File: src/rtl/mas_mul_issue_collect.sv
// mas_mul_issue_collect
//
// Stream adapter wrapped around a fixed-latency WIDTH x WIDTH multiplier core.
// Operand pairs arrive on a valid/ready slave port and are registered onto
// the core inputs. A valid shift register follows each operation through the
// core latency, and the product is captured into an in-order, first-word
// fall-through result FIFO drained through a valid/ready master port.
//
// Flow control is credit based. One credit exists per FIFO entry. A credit
// is held from the accept edge until the pop edge, so every accepted
// operation is guaranteed a FIFO slot when its product emerges from the core.
//
// Ports
//   clk      in   1        clock, all state updates on the rising edge
//   rst      in   1        synchronous active-high reset
//   s_valid  in   1        operand pair valid
//   s_ready  out  1        block can accept an operand pair
//   s_in1    in   WIDTH    operand A
//   s_in2    in   WIDTH    operand B
//   mul_in1  out  WIDTH    registered operand A to the core
//   mul_in2  out  WIDTH    registered operand B to the core
//   mul_res  in   2*WIDTH  product from the core
//   m_valid  out  1        result available at the FIFO head
//   m_ready  in   1        consumer takes the head result
//   m_res    out  2*WIDTH  head result
//   busy     out  1        operation in flight or FIFO non-empty
//   ovf_err  out  1        sticky: capture attempted while the FIFO was full

module mas_mul_issue_collect #(
  parameter int WIDTH      = 32,
  parameter int MUL_LAT    = 2,
  parameter int FIFO_DEPTH = 4
) (
  input  logic                 clk,
  input  logic                 rst,
  input  logic                 s_valid,
  output logic                 s_ready,
  input  logic [WIDTH-1:0]     s_in1,
  input  logic [WIDTH-1:0]     s_in2,
  output logic [WIDTH-1:0]     mul_in1,
  output logic [WIDTH-1:0]     mul_in2,
  input  logic [2*WIDTH-1:0]   mul_res,
  output logic                 m_valid,
  input  logic                 m_ready,
  output logic [2*WIDTH-1:0]   m_res,
  output logic                 busy,
  output logic                 ovf_err
);

  localparam int CW = $clog2(FIFO_DEPTH + 1);
  localparam int PW = (FIFO_DEPTH > 1) ? $clog2(FIFO_DEPTH) : 1;

  localparam logic [CW-1:0] DEPTH_C   = CW'(FIFO_DEPTH);
  localparam logic [CW:0]   DEPTH_EXT = (CW + 1)'(FIFO_DEPTH);
  localparam logic [PW-1:0] LAST_PTR  = PW'(FIFO_DEPTH - 1);

  // Pointer advance with wrap at FIFO_DEPTH (depth need not be a power of 2).
  function automatic logic [PW-1:0] next_ptr(input logic [PW-1:0] p);
    if (p == LAST_PTR) begin
      return '0;
    end
    return p + 1'b1;
  endfunction

  logic [MUL_LAT:0]     vld_sr;
  logic [CW-1:0]        fifo_count;
  logic [CW-1:0]        inflight;
  logic [PW-1:0]        wr_ptr;
  logic [PW-1:0]        rd_ptr;
  logic [2*WIDTH-1:0]   mem [FIFO_DEPTH];

  logic                 accept;
  logic                 capture;
  logic                 pop;
  logic                 full;
  logic                 wr_en;
  logic [CW:0]          used;

  assign accept  = s_valid && s_ready;
  assign capture = vld_sr[MUL_LAT];
  assign pop     = m_valid && m_ready;
  assign full    = (fifo_count == DEPTH_C);
  // A full FIFO can still take a capture when the head leaves on the same edge.
  assign wr_en   = capture && (!full || pop);

  // Credits are decoded purely from registered counts: no path from m_ready
  // or s_valid reaches s_ready.
  assign used    = {1'b0, fifo_count} + {1'b0, inflight};
  assign s_ready = (used < DEPTH_EXT);

  assign m_valid = (fifo_count != '0);
  assign m_res   = mem[rd_ptr];
  assign busy    = (inflight != '0) || (fifo_count != '0);

  // Issue stage: operands registered onto the core inputs.
  always_ff @(posedge clk) begin
    if (rst) begin
      mul_in1 <= '0;
      mul_in2 <= '0;
    end else if (accept) begin
      mul_in1 <= s_in1;
      mul_in2 <= s_in2;
    end
  end

  // Tracking stage: bit i is set during the i-th cycle after the accept
  // edge, so bit MUL_LAT marks the cycle in which mul_res holds the product.
  always_ff @(posedge clk) begin
    if (rst) begin
      vld_sr <= '0;
    end else begin
      vld_sr <= {vld_sr[MUL_LAT-1:0], accept};
    end
  end

  // In-flight count: operations issued but not yet captured. A dropped
  // capture still leaves the core, so it still decrements.
  always_ff @(posedge clk) begin
    if (rst) begin
      inflight <= '0;
    end else begin
      case ({accept, capture})
        2'b10:   inflight <= inflight + 1'b1;
        2'b01:   inflight <= inflight - 1'b1;
        default: inflight <= inflight;
      endcase
    end
  end

  // Collect stage: result FIFO control.
  always_ff @(posedge clk) begin
    if (rst) begin
      wr_ptr     <= '0;
      rd_ptr     <= '0;
      fifo_count <= '0;
      ovf_err    <= 1'b0;
    end else begin
      if (wr_en) begin
        wr_ptr <= next_ptr(wr_ptr);
      end
      if (pop) begin
        rd_ptr <= next_ptr(rd_ptr);
      end
      case ({wr_en, pop})
        2'b10:   fifo_count <= fifo_count + 1'b1;
        2'b01:   fifo_count <= fifo_count - 1'b1;
        default: fifo_count <= fifo_count;
      endcase
      if (capture && !wr_en) begin
        ovf_err <= 1'b1;
      end
    end
  end

  // Result storage. Cleared on reset so the head reads as zero afterwards.
  always_ff @(posedge clk) begin
    if (rst) begin
      for (int i = 0; i < FIFO_DEPTH; i++) begin
        mem[i] <= '0;
      end
    end else if (wr_en) begin
      mem[wr_ptr] <= mul_res;
    end
  end

endmodule

File: config.mk
export PLATFORM = sky130hd
export DESIGN_NAME = mas_mul_issue_collect
export DESIGN_NICKNAME = d
export VERILOG_FILES = /design/src/rtl/mas_mul_issue_collect.sv
export SDC_FILE = /design/constraint.sdc
export NUM_CORES = 1
export LEC_CHECK = 0
export BUFFER_PORTS_ARGS = -buffer_cell sky130_fd_sc_hd__buf_2
export CAP_MARGIN = 10
export CORE_ASPECT_RATIO = 0.7
export CORE_MARGIN = 2
export CORE_UTILIZATION = 45
export DETAILED_ROUTE_END_ITERATION = 10
export GPL_ROUTABILITY_DRIVEN = 0
export PLACE_DENSITY = 0.66
export SLEW_MARGIN = 20
export SYNTH_ARGS = -nofsm -noshare
export SYNTH_HDL_FRONTEND = slang
export SYNTH_SLANG_ARGS = --single-unit
File: constraint.sdc
create_clock -name clk -period 17.4 [get_ports clk]
set_input_delay 0.87 -clock clk [delete_from_list [all_inputs] [get_ports clk]]
set_output_delay 0.87 -clock clk [all_outputs]
set_load 0.03 [all_outputs]
==> flow_summary.json, run 1 <==
{
  "status": "completed",
  "place_area_mm2": 0.0162,
  "h-tree-depth": 2,
  "p_total_mw": 1.92,
  "cts_buffers": 36,
  "vdd_drop_max_v": 0.0000749,
  "setup-violations-final": 0,
  "crit_type": "flop to primary output",
  "clk_latency_ns": 0.51,
  "cts.repair.resized": 0,
  "num_rows": 55,
  "startpoint_type": "flop",
  "synthesis.area_mm2": 0.0145,
  "drt_pass1_iterations": 4,
  "rsz0062_at_grt": "no",
  "yosysUniqueCellTypes": 35,
  "syn_area_per_cell_um2": 14.8,
  "synth_edf_count": 256,
  "synth_nets": 1125,
  "cts_sinks": 336,
  "drt-initial-drc-count": 525,
  "drive_gt1_share_pct": 36.5,
  "ctsHoldBuffers": 0,
  "yosysSeqAreaShare_pct": 63.9,
  "final_common_cell": "buf_2",
  "fin_nets": 1373,
  "stdcell_area_mm2": 0.0174,
  "seq_area_mm2": 0.00930,
  "grt_start_max_net_pins": 94,
  "netlist_top_cells_area": "edfxtp_1 53%, dfxtp_1 11%, mux4_2 9.9%, and2_1 8.9%, mux2i_1 4.4%",
  "finalNonFillerCells": 1687,
  "grt_remaining_overflow": 0,
  "p_per_area_mw_per_mm2": 110,
  "hold_viol": 0,
  "yosysWarningCount": 0,
  "cts_tree": "done",
  "postLayoutCoreUtil_pct": 54.4,
  "cts_setup_buffers": 0,
  "setup-tns-final_ns": 0,
  "synth_top_area_cell": "edfxtp_1",
  "fmax_mhz": 268,
  "end_kind": "primary output",
  "initial_core_util_pct": 45.3,
  "drv_cap": 0,
  "grt_pass1_vias": 8493,
  "nFillCells": 2720,
  "io_pins": 264,
  "skew_ns": 0.0104,
  "area_delta_synth_final_pct": 20.0,
  "core_mm2": 0.0321,
  "grt_pass1_wl_mm": 48.7,
  "maxSlewHeadroom_pct": 27.3,
  "min_path_type": "flop to flop",
  "crit_fanout": 48,
  "drv_slew": 0,
  "async_flop_share_pct": 0,
  "vias_per_cell": 4.99,
  "die_x_um": 219,
  "cp.arrival_ns": 2.86,
  "drt-wirelength-per-cell_um": 18.9,
  "dp_cells": 1622,
  "vias": 8418,
  "numPortBuffers": 263,
  "synthFlopType": "edfxtp_1",
  "cts.reportedPaths.clkPinSlew_ns": 0.06,
  "post-route-period-util_pct": 21.4,
  "clock_tree.buffer_depth": 3,
  "ant_nets": 0,
  "drcViolationCount": 0,
  "track_usage_pct": 18.9,
  "synth_seq_cells": 336,
  "clockRootBuffer": "clkbuf_16",
  "die_y_um": 154,
  "yosys.area.top_type_share_pct": 52.9,
  "required_ns": 16.53,
  "p_leak_nw": 7.10,
  "synth_cells": 985,
  "worst_pin_slew_ns": 1.09,
  "multiInputGateArea_mm2": 0.00493,
  "dieArea_mm2": 0.0338,
  "final.setup.worst_slack_ns": 13.68,
  "place_hpwl_mm": 18.8,
  "antenna_found_initial": 2,
  "fin_crit_ns": 3.72,
  "totalWireLength_mm": 31.8,
  "whs_ns": 0.444,
  "pre_cts_slack_ns": 13.68,
  "final_cell_mix": "263 x buf_2, 256 x edfxtp_1, 207 x and2_1, 91 x nand2_1, 78 x dfxtp_1"
}
## power by group
part,internal [mW],switching [mW],total (mW)
clock network,0.489,0.304,0.794
logic,0.0782,0.133,0.212
registers,0.898,0.0176,0.915
## worst max-delay path, stage by stage (launching register included)
cell and delay (ns):
dfxtp_4 0.57, buf_4 0.80, mux4_2 0.67, buf_2 0.21
## registers in the layout, summed over array words and instances, names as in the netlist, named ones only
name,flops
ovf_err,1
wr_ptr,2
mul_in2,32
fifo_count,3
vld_sr,3
rd_ptr,2
mem,256
mul_in1,32
inflight,3
## path summary, 6_finish.rpt
path / from / end / slack [ns] / cells past startpoint
max: flop / m_res[14] / 13.68 / 3
min reg2reg: vld_sr[1] / vld_sr[2] / 0.44 / 1
min: vld_sr[1] / vld_sr[2] / 0.44 / 1
max reg2reg: fifo_count[2] / inflight[2] / 14.09 / 11
## synth_stat cells (2+ instances only)
| cell type | n |
|---|---|
| a21oi_1 | 7 |
| and2_1 | 207 |
| and2_4 | 50 |
| buf_1 | 2 |
| buf_2 | 14 |
| buf_8 | 5 |
| clkbuf_1 | 42 |
| dfxtp_1 | 80 |
| edfxtp_1 | 256 |
| fa_1 | 2 |
| ha_1 | 6 |
| inv_1 | 10 |
| mux2i_1 | 64 |
| mux4_2 | 64 |
| nand2_1 | 91 |
| nand2b_1 | 42 |
| nand3_1 | 2 |
| nor2_1 | 8 |
| nor2b_1 | 3 |
| nor3_1 | 3 |
| nor4b_4 | 3 |
| o21ai_0 | 5 |
| or3_1 | 4 |
| xor2_1 | 4 |
## kinds of logic (layout without fill, tap and decap cells)
group,count (synthesis),in the layout,synth area share [%]
compound gates,14,14,0.525
xor+xnor,4,4,0.241
fa+ha+maj,8,8,0.792
buf+inv,74,346,2.47
flops,336,336,63.9
mux,129,129,14.4
other cells,0,3,0
simple gates,420,420,17.7
## area by class of cell
cell class	count	share of cell area [%]
Clock inverter	16	1.17
Antenna cell	3	0.0431
Clock buffer	46	5.88
Timing Repair Buffer	274	8.02
Inverter	10	0.215
Multi-Input combinational cell	575	28.3
Sequential cell	336	53.3
Tap cell	427	3.06
## layer usage
layer	GRT usage, %	vias up	share of wire [%]
li1	-	3987	-
met1	27.2	4162	46
met2	29.2	231	46
met3	3.99	36	5.9
met4	5.31	2	1.8
met5	0	-	0.044
Note: power is estimated with default switching activity, not from simulation.
==> inputs of run 2 (changes only) <==
--- a/config.mk
+++ b/config.mk
@@ -12,7 +12,7 @@
 export CORE_UTILIZATION = 45
 export DETAILED_ROUTE_END_ITERATION = 10
 export GPL_ROUTABILITY_DRIVEN = 0
-export PLACE_DENSITY = 0.66
+export PLACE_DENSITY = 0.68
 export SLEW_MARGIN = 20
 export SYNTH_ARGS = -nofsm -noshare
 export SYNTH_HDL_FRONTEND = slang
==> constraint.sdc (replaced) <==
create_clock -name clk -period 3.21 [get_ports clk]
set_input_delay 0.1605 -clock clk [delete_from_list [all_inputs] [get_ports clk]]
set_output_delay 0.1605 -clock clk [all_outputs]
set_load 0.03 [all_outputs]
==> run 2 against run 1 <==
Net effect: via count grew 6.6%; worst hold slack lost 0.29 ns; cell count grew 7.8%; register-to-register slack lost 13 ns; wire length grew 3.3%; global-route usage grew 0.68 points; critical path depth is the same; clock power grew to 4.9 times the previous value; critical path type unchanged; non-clock buffer count grew 134; highest routed layer is now met4; utilization grew 4.0 points; sequential cell count is the same; die area is the same.
==> flow_summary.json, run 2 (synthesis results as in run 1) <==
{
  "skew_ns": 0.0181,
  "num_rows": 55,
  "final_common_cell": "buf_2",
  "grt_start_max_net_pins": 65,
  "clock_tree.buffer_depth": 3,
  "hold_viol": 0,
  "critical-path-max-stage-delay_ns": 0.74,
  "crit_type": "flop to primary output",
  "track_usage_pct": 19.6,
  "r2r-end": "fifo_count[2]",
  "p_per_area_mw_per_mm2": 544,
  "p_leak_nw": 7.61,
  "reg.largest.list": "mem x256, mul_in1 x32, mul_in2 x32",
  "fmax_mhz": 386,
  "h-tree-depth": 2,
  "seq_area_mm2": 0.00930,
  "setup-tns-final_ns": 0,
  "required_ns": 3.05,
  "drt-initial-drc-count": 450,
  "largest_register_ffs": 256,
  "startpoint_type": "flop",
  "status": "completed",
  "ctsHoldBuffers": 129,
  "core_mm2": 0.0321,
  "place_hpwl_mm": 18.3,
  "fin_crit_ns": 2.59,
  "cts_tree": "done",
  "drive_gt1_share_pct": 32.8,
  "drt_pass1_iterations": 4,
  "numPortBuffers": 263,
  "r2r_start": "fifo_count[0]",
  "cts_sinks": 336,
  "antenna_found_initial": 2,
  "dieArea_mm2": 0.0338,
  "grt_pass1_vias": 9356,
  "cts.reportedPaths.clkPinSlew_ns": 0.06,
  "io_pins": 264,
  "vias_per_cell": 4.93,
  "final_cell_mix": "263 x buf_2, 256 x edfxtp_1, 207 x and2_1, 129 x dlygate4sd3_1, 91 x nand2_1",
  "die_y_um": 154,
  "worstRegToRegCells": 9,
  "cp.arrival_ns": 2.43,
  "die_x_um": 219,
  "cts_setup_buffers": 0,
  "ant_nets": 0,
  "ff2ff_setup_slack_ns": 0.65,
  "totalWireLength_mm": 32.9,
  "drv_slew": 0,
  "drcViolationCount": 0,
  "multiInputGateArea_mm2": 0.00493,
  "worst_pin_slew_ns": 0.857,
  "rsz0062_at_grt": "no",
  "cts.repair.resized": 0,
  "cts_buffers": 36,
  "fin_nets": 1507,
  "vias": 8976,
  "crit_end": "m_res[3]",
  "vdd_drop_max_v": 0.000316,
  "nFillCells": 2566,
  "min_path_type": "primary input to flop",
  "end_kind": "primary output",
  "maxSlewHeadroom_pct": 42.9,
  "regMostFlops": "mem",
  "clockRootBuffer": "clkbuf_16",
  "critical_path.slowest_cell": "dfxtp_4",
  "grt_remaining_overflow": 0,
  "post-route-period-util_pct": 80.6,
  "grt_pass1_wl_mm": 51.3,
  "initial_core_util_pct": 45.3,
  "drt-wirelength-per-cell_um": 18.1,
  "crit_fanout": 28,
  "clk_latency_ns": 0.52,
  "drv_cap": 0,
  "area_delta_synth_final_pct": 28.8,
  "whs_ns": 0.151,
  "cp_cell_sequence": "buf_12 -> mux4_2 -> buf_2",
  "setup-violations-final": 0
}
-- run 2: per-layer routing --
layer  wire (µm)  track usage (%)
met5           0                0
met4         862             6.69
met3        1430             3.46
met2       15600             32.0
met1       14900             26.5
-- run 2: report_power, final --
part           internal, mW  switching, mW  total [mW]
combinational         0.539          0.750        1.29
sequential             4.86         0.0992        4.96
clock                  2.27           1.66        3.93
total                  7.67           2.51        10.2
-- run 2: metrics by stage --
step                      setup WS (ns)  total power, mW  utilization, %  std cells  instance area [µm²]
after floorplan                  -0.992             5.83               -        985                14500
after global placement            0.710             6.21            50.8       1626                16300
after detailed placement          0.657             6.23            50.8       1626                16300
after CTS                         0.534             10.3            58.3       1816                18700
after global routing              0.469             10.5            58.4       1819                18700
final                             0.622             10.2            58.4       1819                18700
-- run 2: worst min-delay path by stage --
stage,from,to,cells after the start
after floorplan,s_in1[12],mul_in1[12],2
after global placement,s_in1[11],mul_in1[11],3
after detailed placement,s_in2[12],mul_in2[12],3
after CTS,rst,wr_ptr[0],3
after global routing,rst,wr_ptr[0],3
final,rst,wr_ptr[0],3
-- run 2: final cells by class --
type	count	area share (%)
Inverter	10	0.201
Antenna cell	2	0.0267
Clock buffer	47	5.32
Multi-Input combinational cell	575	26.4
Clock inverter	14	0.608
Sequential cell	336	49.7
Tap cell	427	2.85
Timing Repair Buffer	408	15.0
-- run 2: critical path: cells and delay by family, from the launching register on --
family / cells / cell delay, ns
flip-flops: 1 / 0.74
multiplexers: 1 / 0.59
buffers and inverters: 2 / 0.54
==> inputs of run 3 (changes only) <==
==> constraint.sdc (replaced) <==
create_clock -name clk -period 2.25 [get_ports clk]
set_input_delay 0.1125 -clock clk [delete_from_list [all_inputs] [get_ports clk]]
set_output_delay 0.1125 -clock clk [all_outputs]
set_load 0.03 [all_outputs]
==> run 3 against run 2 <==
Net effect: total power rose by 40%; clock-buffer cell count fell by 1; wire length grew 0.93%; via count increased by 0.43%; clock power up 34%; clock skew up 0.0018 ns; critical path depth is 1 higher; sequential power is 42% higher; die area stayed put; register-to-register slack got worse by 0.51 ns; design area up 1.3%.
==> flow_summary.json, run 3 (synthesis results as in run 1) <==
{
  "end_kind": "primary output",
  "reg.largest.list": "mem x256, mul_in1 x32, mul_in2 x32",
  "final.setup.worst_slack_ns": 0.126,
  "drcViolationCount": 0,
  "area_delta_synth_final_pct": 30.5,
  "cp.arrival_ns": 2.01,
  "place_hpwl_mm": 19.3,
  "worstRegToRegCells": 10,
  "cts_tree": "done",
  "dieArea_mm2": 0.0338,
  "grt_pass1_vias": 9337,
  "grt_start_max_net_pins": 89,
  "setup-violations-final": 0,
  "min_path_type": "primary input to flop",
  "required_ns": 2.14,
  "fmax_mhz": 471,
  "drt_pass1_iterations": 5,
  "skew_ns": 0.0199,
  "drv_slew": 0,
  "grt_remaining_overflow": 0,
  "h-tree-depth": 2,
  "r2r_start": "fifo_count[1]",
  "drt-initial-drc-count": 483,
  "regMostFlops": "mem",
  "post-route-period-util_pct": 94.4,
  "ff2ff_setup_slack_ns": 0.14,
  "fin_crit_ns": 2.12,
  "clock_tree.buffer_depth": 3,
  "clk_latency_ns": 0.53,
  "largest_register_ffs": 256,
  "cts_sinks": 336,
  "final_common_cell": "buf_2",
  "die_x_um": 219,
  "core_mm2": 0.0321,
  "drv_cap": 0,
  "startpoint_type": "flop",
  "io_pins": 264,
  "nFillCells": 2583,
  "numPortBuffers": 263,
  "status": "completed",
  "totalWireLength_mm": 33.2,
  "num_rows": 55,
  "rsz0062_at_grt": "no",
  "die_y_um": 154,
  "vias_per_cell": 4.90,
  "grt_pass1_wl_mm": 51.7,
  "clockRootBuffer": "clkbuf_16",
  "pre_cts_slack_ns": 0.133,
  "final_cell_mix": "263 x buf_2, 256 x edfxtp_1, 207 x and2_1, 132 x dlygate4sd3_1, 91 x nand2_1",
  "cts.reportedPaths.clkPinSlew_ns": 0.06,
  "maxSlewHeadroom_pct": 68.1,
  "r2r-end": "inflight[2]",
  "drt-wirelength-per-cell_um": 18.0,
  "crit_end": "m_res[16]",
  "vdd_drop_max_v": 0.000502,
  "antenna_found_initial": 5,
  "cts_buffers": 34,
  "fin_nets": 1522,
  "crit_type": "flop to primary output",
  "hold_viol": 0,
  "track_usage_pct": 19.8,
  "vias": 9015,
  "ant_nets": 0,
  "p_leak_nw": 7.73,
  "worst_pin_slew_ns": 0.479,
  "p_total_mw": 14.3,
  "p_per_area_mw_per_mm2": 752,
  "initial_core_util_pct": 45.3,
  "crit_fanout": 18,
  "drive_gt1_share_pct": 34.0
}
run 3: cell types whose count changed in the layout (fill, tap and decap cells not counted), sizes merged:
cell | previous run | this run
clkinvlp | 3 | 0
diode | 2 | 5
bufbuf | 0 | 1
dlygate4sd3 | 129 | 132
bufinv | 1 | 0
clkinv | 9 | 15
buf | 279 | 292
inv | 11 | 10
clkbuf | 47 | 46
run 3: layout make-up:
class / instances / area, µm² / share of cell area (%)
flip-flops and latches: 336 / 9300 / 49.0
multi-input cells: 575 / 4970 / 26.2
repair buffers: 425 / 3080 / 16.3
clock buffers: 46 / 930 / 4.90
well taps: 427 / 534 / 2.82
clock inverters: 15 / 88.8 / 0.468
inverters: 10 / 42.5 / 0.224
diodes: 5 / 12.5 / 0.0660
run 3: metal layers:
layer  part of all wire (%)  track usage (%)  vias up
met5                      0                0        -
met4                    3.1             7.27        0
met3                    4.5             3.56       70
met2                     49             33.1      210
met1                     43             26.0     4438
li1                       -                -     4297
run 3: worst min path at each step:
stage / start / end / slack, ns / cells after the start
floorplan: s_in1[0] / mul_in1[0] / 0.25 / 2
detailed placement: s_in2[11] / mul_in2[11] / 0.37 / 3
global placement: s_in2[28] / mul_in2[28] / 0.36 / 3
finish: s_in1[1] / mul_in1[1] / 0.39 / 4
CTS: s_in1[14] / mul_in1[14] / 0.36 / 4
global route: s_in1[4] / mul_in1[4] / 0.39 / 4
run 3: stage by stage:
stage          std cells  setup TNS (ns)  instance area [µm²]  hold WS [ns]  util (%)
2_1_floorplan        985           -5.41                14600         0.255         -
3_3_place_gp        1637               0                16500         0.358      51.6
3_5_place_dp        1637               0                16500         0.365      51.6
4_1_cts             1834               0                19000         0.363      59.1
5_1_grt             1839               0                19000         0.395      59.1
6_report            1839               0                19000         0.393      59.1
run 3: worst max-delay path, stage by stage, from the launching register on:
cell	delay, ns
dfxtp_4	0.38
buf_12	0.11
buf_12	0.19
mux4_2	0.58
buf_2	0.21
run 3: power breakdown:
part	leakage (nW)	internal (mW)	total [mW]	switching, mW
registers	3.31	6.94	7.05	0.113
logic	3.91	0.843	1.96	1.11
clock network	0.505	2.92	5.26	2.34
run 3: what timing repair did:
action                                 CTS  global route
hold buffers                           132             0
endpoints found under the hold margin  324             0
setup buffers                            3             0
gates resized for setup                  1             0
setup endpoints to repair               33             0
